$ cat config.mk
export PLATFORM = sky130hd
export DESIGN_NAME = pad_ring_ctrl
export DESIGN_NICKNAME = d
export VERILOG_FILES = /design/src/rtl/pad_ring_pkg.sv /design/src/rtl/pad_in_cell.sv /design/src/rtl/pad_ring_ctrl.sv
export SDC_FILE = /design/constraint.sdc
export NUM_CORES = 1
export LEC_CHECK = 0
export CAP_MARGIN = 20
export CORE_MARGIN = 3
export CORE_UTILIZATION = 31
export DETAILED_ROUTE_END_ITERATION = 10
export SYNTH_ARGS = -nofsm -noshare
export SYNTH_HDL_FRONTEND = slang
export SYNTH_HIERARCHICAL = 1
export SYNTH_SLANG_ARGS = --single-unit
$ cat constraint.sdc
create_clock -name CLK -period 4.6 [get_ports CLK]
set_input_delay 0.46 -clock CLK [delete_from_list [all_inputs] [get_ports CLK]]
set_output_delay 0.46 -clock CLK [all_outputs]
set_load 0.05 [all_outputs]
$ cat src/rtl/pad_ring_pkg.sv
`default_nettype none
// +----------------------------------------------------------------------+
// | pad_ring_pkg : shared scan command encoding and pad-ring defaults     |
// | Rev 1.0                                                               |
// +----------------------------------------------------------------------+
package pad_ring_pkg;

  typedef enum logic [1:0] {
    SCAN_IDLE    = 2'b00,
    SCAN_CAPTURE = 2'b01,
    SCAN_SHIFT   = 2'b10,
    SCAN_UPDATE  = 2'b11
  } scan_cmd_t;

  localparam int DEF_SYNC_STAGES = 2;
  localparam int DEF_FILT_MAX    = 4;
  localparam int CNT_W           = 4;

endpackage
`default_nettype wire

$ cat src/rtl/pad_in_cell.sv
`default_nettype none
// +----------------------------------------------------------------------+
// | pad_in_cell : one input channel, synchroniser plus optional glitch    |
// | filter (filter present only with PAD_RING_FILTER_EN). Rev 1.0         |
// +----------------------------------------------------------------------+
module pad_in_cell
  import pad_ring_pkg::*;
#(
  parameter int SYNC_STAGES = DEF_SYNC_STAGES,
  parameter int FILT_MAX    = DEF_FILT_MAX
) (
  input  logic CLK,
  input  logic RESET,
  input  logic pad_i,
`ifdef PAD_RING_FILTER_EN
  input  logic filt_en_i,
`endif
  output logic core_o
);

  logic [SYNC_STAGES-1:0] sync_q;
  logic                   synced;

  always_ff @(posedge CLK or posedge RESET) begin
    if (RESET) begin
      sync_q <= '0;
    end else begin
      sync_q <= {sync_q[SYNC_STAGES-2:0], pad_i};
    end
  end

  assign synced = sync_q[SYNC_STAGES-1];

`ifdef PAD_RING_FILTER_EN
  localparam logic [CNT_W-1:0] CNT_LAST = CNT_W'(FILT_MAX - 1);

  logic [CNT_W-1:0] cnt_q, cnt_d;
  logic             filt_q, filt_d;
  logic             en_q;

  always_comb begin
    cnt_d  = '0;
    filt_d = filt_q;
    if (!filt_en_i) begin
      // Track the synced level so re-enabling the filter starts from it.
      filt_d = synced;
    end else if (synced != filt_q) begin
      if (cnt_q == CNT_LAST) begin
        filt_d = ~filt_q;
      end else begin
        cnt_d = cnt_q + CNT_W'(1);
      end
    end
  end

  always_ff @(posedge CLK or posedge RESET) begin
    if (RESET) begin
      cnt_q  <= '0;
      filt_q <= 1'b0;
      en_q   <= 1'b0;
    end else begin
      cnt_q  <= cnt_d;
      filt_q <= filt_d;
      en_q   <= filt_en_i;
    end
  end

  assign core_o = en_q ? filt_q : synced;
`else
  assign core_o = synced;
`endif

endmodule
`default_nettype wire

$ cat src/rtl/pad_ring_ctrl.sv
`default_nettype none
// +----------------------------------------------------------------------+
// | pad_ring_ctrl : registered pad ring with input filtering and a        |
// | capture/shift/update scan chain. Macro: PAD_RING_FILTER_EN. Rev 1.0   |
// +----------------------------------------------------------------------+
module pad_ring_ctrl
  import pad_ring_pkg::*;
#(
  parameter int N_IN        = 13,
  parameter int N_OUT       = 29,
  parameter int SYNC_STAGES = DEF_SYNC_STAGES,
  parameter int FILT_MAX    = DEF_FILT_MAX
) (
  input  logic             CLK,
  input  logic             RESET,
  input  logic [N_IN-1:0]  pad_in,
  input  logic [N_IN-1:0]  filt_mask,
  output logic [N_IN-1:0]  core_in,
  input  logic [N_OUT-1:0] core_out,
  input  logic [N_OUT-1:0] core_oe,
  output logic [N_OUT-1:0] pad_out,
  output logic [N_OUT-1:0] pad_oe,
  input  logic             TEST_MODE,
  input  logic [1:0]       SCAN_CMD,
  input  logic             SCAN_SI,
  output logic             SCAN_SO
);

  localparam int L = N_IN + N_OUT;

  genvar gi;
  generate
    for (gi = 0; gi < N_IN; gi++) begin : g_in
      pad_in_cell #(
        .SYNC_STAGES(SYNC_STAGES),
        .FILT_MAX   (FILT_MAX)
      ) u_cell (
        .CLK      (CLK),
        .RESET    (RESET),
        .pad_i    (pad_in[gi]),
`ifdef PAD_RING_FILTER_EN
        .filt_en_i(filt_mask[gi]),
`endif
        .core_o   (core_in[gi])
      );
    end
  endgenerate

`ifndef PAD_RING_FILTER_EN
  logic unused_filt_mask;
  assign unused_filt_mask = ^filt_mask;
`endif

  scan_cmd_t        cmd;
  logic [L-1:0]     chain_q, chain_d;
  logic [N_OUT-1:0] upd_q, upd_d;
  logic [N_OUT-1:0] pad_out_q, pad_oe_q;

  // Scan commands outside test mode, including the cycle TEST_MODE drops, are idle.
  assign cmd = TEST_MODE ? scan_cmd_t'(SCAN_CMD) : SCAN_IDLE;

  always_comb begin
    chain_d = chain_q;
    upd_d   = upd_q;
    case (cmd)
      SCAN_CAPTURE: chain_d = {core_in, core_out};
      SCAN_SHIFT:   chain_d = {SCAN_SI, chain_q[L-1:1]};
      SCAN_UPDATE:  upd_d   = chain_q[N_OUT-1:0];
      default:      ;
    endcase
  end

  always_ff @(posedge CLK or posedge RESET) begin
    if (RESET) begin
      chain_q   <= '0;
      upd_q     <= '0;
      pad_out_q <= '0;
      pad_oe_q  <= '0;
    end else begin
      chain_q <= chain_d;
      upd_q   <= upd_d;
      if (TEST_MODE) begin
        pad_out_q <= upd_q;
        pad_oe_q  <= '1;
      end else begin
        pad_out_q <= core_out;
        pad_oe_q  <= core_oe;
      end
    end
  end

  assign pad_out = pad_out_q;
  assign pad_oe  = pad_oe_q;
  assign SCAN_SO = chain_q[0];

endmodule
`default_nettype wire

# Yosys cells after proc, flatten, opt, wreduce, memory -nomap -nowiden
# Cells that the tools add are included.
dict set report classes {
  shifts 0
  reduce_logical 1
  n_lt_le_gt_ge 0
  n_bitwise 0
  n_mul 0
  n_mux 4
  addsub 0
  div_mod_pow 0
  n_eq_ne 3
}
# operator count
set op_table {}
lappend op_table {{$pmux W42 S2} 1}
lappend op_table {{$mux W29} 2}
lappend op_table {{$eq A2 B2 Y1 const B} 2}
lappend op_table {{$eq A2 B1 Y1 const B} 1}
lappend op_table {{$mux W2} 1}
lappend op_table {{$reduce_bool A2 Y1} 1}
dict set report totals {
  ramBits 0
  latchBits 0
  n_memories 0
  elab_cells 25
  out_inout_bits 72
  rom_bits 0
  ff_bits 155
  in_bits 90
}

# Depth between registers and ports, before layout
dict set report depth {
  ltp_word 3
  ltp_mapped 9
  ltp_nobuf 5
}

# Hierarchy
# Netlist, hierarchy kept.
# module cells_per_inst n_inst seq_area_each_um2 area_each_um2
set by_module_without_submodules {}
lappend by_module_without_submodules {pad_ring_ctrl 373 1 3228.1 5119.9}
lappend by_module_without_submodules {pad_in_cell 3 13 50.0 53.8}

# Worst setup path before layout
# OpenSTA, ideal clock, no wires.
dict set report synth_timing {
  path_kind {input -> register}
  start {in TEST_MODE}
  end {reg upd_q[1]}
  n_path_buf 4
  t_required_ns 4.475
  stages 7
  setup_time_ns 0.125
  t_arrival_ns 1.798
  path_slack_ns 2.677
  cell_sequence {clkbuf_2 -> clkbuf_1 -> and2_1 -> ha_1 -> buf_6 -> buf_6 -> mux2_2}
}
dict set report synth_via {
  elab_chain_cells 2
}
# item line
set synth_rtl {}
lappend synth_rtl {{from (decl)} pad_ring_ctrl.sv:23} ;# input logic TEST_MODE,
lappend synth_rtl {{$mux W2} pad_ring_ctrl.sv:60} ;# assign cmd = TEST_MODE ? scan_cmd_t'(SCAN_CMD) : SCAN_IDLE;
lappend synth_rtl {{$eq A2 B2 Y1} pad_ring_ctrl.sv:65} ;# case (cmd)
lappend synth_rtl {{to (signal assigned)} pad_ring_ctrl.sv:81} ;# upd_q <= upd_d;
lappend synth_rtl {{to (decl)} pad_ring_ctrl.sv:56} ;# logic [N_OUT-1:0] upd_q, upd_d;
# No other way between the ends.
# A chain may end at the register's enable or synchronous reset.

# Worst setup path in the final report
dict set report layout_timing {
  start {in SCAN_CMD[1]}
  end {reg chain_q[24]}
}
dict set report layout_via {
  elab_chain_cells 3
  elab_cells_between_ends 5
  cone_classes {eq/ne: 2; mux: 2; reduce/logical: 1}
}
# item line
set layout_rtl {}
lappend layout_rtl {{from (decl)} pad_ring_ctrl.sv:24} ;# input logic [1:0] SCAN_CMD,
lappend layout_rtl {{$mux W2 (*)} pad_ring_ctrl.sv:60}
lappend layout_rtl {{$eq A2 B2 Y1 or $eq A2 B1 Y1 (tied branches)} pad_ring_ctrl.sv:65}
lappend layout_rtl {{$pmux W42 S2 or $reduce_bool A2 Y1 (tied branches)} -}
lappend layout_rtl {{to (signal assigned)} pad_ring_ctrl.sv:80} ;# chain_q <= chain_d;
lappend layout_rtl {{to (decl)} pad_ring_ctrl.sv:55} ;# logic [L-1:0] chain_q, chain_d;
# Every way passes the cells marked *; elsewhere a longest branch is shown, timed or not.

==> metrics <==
chip height 143 um; Logic pwr share 21.6%; grt met1 use 16.2%; largest net degree at the start of global routing 74; met2 Resource Use GR 21.0%; WP buf/inv 2; Post-CTS Hold Fix Bufs 0; flop-to-flop setup slack 3.78 ns; Int Pwr 2.80 mW; depth of the worst register-to-register path 2; main combinational cell family by area after synthesis multiplexers; Worst-Margin Slew 1.04 ns; CP Capture Type flip-flop; xor/xnor cell area share of the yosys netlist 0%; CTS root buf clkbuf_16; vias in the first global route 3970; fillers 1634; Post-Synth Adder-Cell Area 0.645%; DRT Pass-1 Iters 4; Max stage delay on crit path 0.94 ns; sequential share of power 43.7%; 1st-iter DRT viols 99; Slowest-stage cell, CP ha_2; Cell Area, Synth 5820 um^2; Ys Warns 6; mux cell area share after synthesis 18.8%; Peak supply drop 0.241 mV; Syn Nets 505; switching part of the total 29.4%; Net Sw Power 1.17 mW; library cells used by synthesis 16; All-Layer GR Usage 13.1%; area leader, netlist dfrtp_1; worst skew pair latency 0.42 ns; Antenna Nets Post-Route 0; dpl cells 769; Worst Hold Class reg -> reg; Period minus WS final 2.36 ns; via count 3554; first-pass GRT wire length 20800 um; number of post-CTS setup repair buffers 0; vias per cell 4.44; Max Cap Viol 0; CTS tree built; maximum root-to-sink buffer count 2; Non-Filler Instances 801; post-cts resize count 0; Cells after Synth 412; setup violators final 0; setup_tns 0 ns; FF+latch area 3880 um^2; Synth Area in Compound Gates 3.61%; Reg clk slew, reported paths 0.06 ns; global placement routability congestion 0.677; RSZ-0062 raised after global routing false; fin crit share 51.2%; CTS buffer count 17; busiest layer in global routing met2; # nets final 652; Core Box Area 18200 um^2; kind of critical path in -> reg; worst-path cell chain clkdlybuf4s50_1 -> and2_1 -> ha_2 -> buf_4 -> nor2_1 -> a21oi_1; Avg Cell Area, Syn 14.1 um^2; PwrDens 495 nW/um^2; relative slew slack 30.9%; synth top area cells dfrtp_1 67%, mux2_2 10%, mux2i_1 7.2%; startpoint types primary input; boundary pin count 162; initial core utilization 32.0%; total global routing overflow 0; Clk pwr share 34.7%; layout cells sized above 1 22.0%; Seq/Total Area, Yosys 66.7%; WP data arrival 2.68 ns; DRC 0; Port Buffers 148; Hold Vio Cnt, Final 0; Slew Limit Fails 0; top cell type's share of synthesized area 66.7%; initial antenna violation count 0; Top delay family on crit path adder cells; Area Growth Syn to Fin 37.7%; WP depth 6; Synth Register Bits 155; status completed; critical path fanouts, max 51; die footprint 20500 um^2; P_leak 3.30 nW; clock skew 0.0115 ns; DR WL/cell 15.5 um; final WL 12400 um; Antenna Cells 0; post-synthesis simple-gate area fraction 6.04%; hpwl dp 8220 um; GRT met3 Usage 5.39%; Max H-tree Level 4; number of core rows 49; clock sinks 155; Worst Hold Path Cells 0; CP required 4.93 ns; multi-input logic area 1700 um^2; Max Fclk 425 MHz; chip width 143 um
kinds of logic after synthesis:
kind of cell    after synthesis
flops                       155
mux                         100
simple gates                 73
compound gates               42
buf+inv                      39
fa+ha+maj                     3
worst paths after layout:
kind                                                    start                                  to
min in group asynchronous                               RESET  g_in[2].u_cell/sync_q[1]$_DFF_PP0_
min                        g_in[4].u_cell/sync_q[0]$_DFF_PP0_  g_in[4].u_cell/sync_q[1]$_DFF_PP0_
min reg2reg                g_in[4].u_cell/sync_q[0]$_DFF_PP0_  g_in[4].u_cell/sync_q[1]$_DFF_PP0_
max reg2reg                            chain_q[3]$_DFFE_PP0P_              chain_q[2]$_DFFE_PP0P_
max in group asynchronous                               RESET             chain_q[14]$_DFFE_PP0P_
max                                               SCAN_CMD[1]             chain_q[24]$_DFFE_PP0P_
power groups by stage:
| stage | registers (mW) | clock network [mW] | logic [mW] |
|---|---|---|---|
| floorplan | 2.00 | 0 | 0.308 |
| global placement | 1.75 | 0 | 0.849 |
| detailed placement | 1.76 | 0 | 0.868 |
| CTS | 1.74 | 1.42 | 0.871 |
| global route | 1.77 | 1.48 | 0.921 |
| finish | 1.73 | 1.37 | 0.857 |
worst register-to-register path, delay by kind of cell (launching register included):
kind / cells / cell delay (ns)
AOI/OAI and AO/OA: 1 / 0.09
DFF: 1 / 0.41
muxes: 1 / 0.16
flip-flops by register name, indices dropped and copies added, names as in the netlist:
register	flops
g_in.u_cell/sync_q	26
upd_q	29
pad_oe	29
pad_out	29
chain_q	42
layer usage:
| layer | wire length (um) | up-vias |
|---|---|---|
| li1 | - | 1674 |
| met3 | 835 | 9 |
| met5 | 0 | - |
| met4 | 132 | 0 |
| met1 | 5330 | 1774 |
| met2 | 6130 | 97 |
cell usage after synthesis:
master      n
a21oi_1    42
and2_1      2
buf_12      2
buf_2       7
buf_4       2
buf_6       7
clkbuf_1    5
clkbuf_2    1
dfrtp_1   155
ha_1        3
inv_1      15
mux2_2     53
mux2_4      5
mux2i_1    42
nor2_1     42
or2_2      29
final cells by class:
cell class / instances / share of cell area, %
Clock buffer: 19 / 5.53
Multi-Input combinational cell: 218 / 21.2
Clock inverter: 13 / 1.78
Tap cell: 229 / 3.57
Sequential cell: 155 / 48.4
Timing Repair Buffer: 152 / 18.8
Inverter: 15 / 0.765
layout by cell type, fill, tap and decap left out, drive strengths merged:
master | Yosys | routed
dfrtp | 155 | 155
clkdlybuf4s50 | 0 | 147
mux2 | 58 | 58
mux2i | 42 | 42
nor2 | 42 | 42
a21oi | 42 | 42
or2 | 29 | 29
clkbuf | 6 | 19
inv | 15 | 17
clkinvlp | 0 | 5
buf | 18 | 5
clkinv | 0 | 4
ha | 3 | 3
and2 | 2 | 2
bufinv | 0 | 2
through the flow:
stage	cell area, um^2	util (%)	hold slack, ns	total power [mW]	worst slack, ns
finish	8020	44.0	0.349	3.96	2.24
global route	8020	44.0	0.358	4.17	2.07
CTS	8020	44.0	0.349	4.03	2.26
detailed placement	7430	40.8	0.335	2.63	1.81
global placement	7430	40.8	0.333	2.60	1.87
floorplan	5820	-	0.201	2.31	0.699
Power figures use the tool's default switching activity.
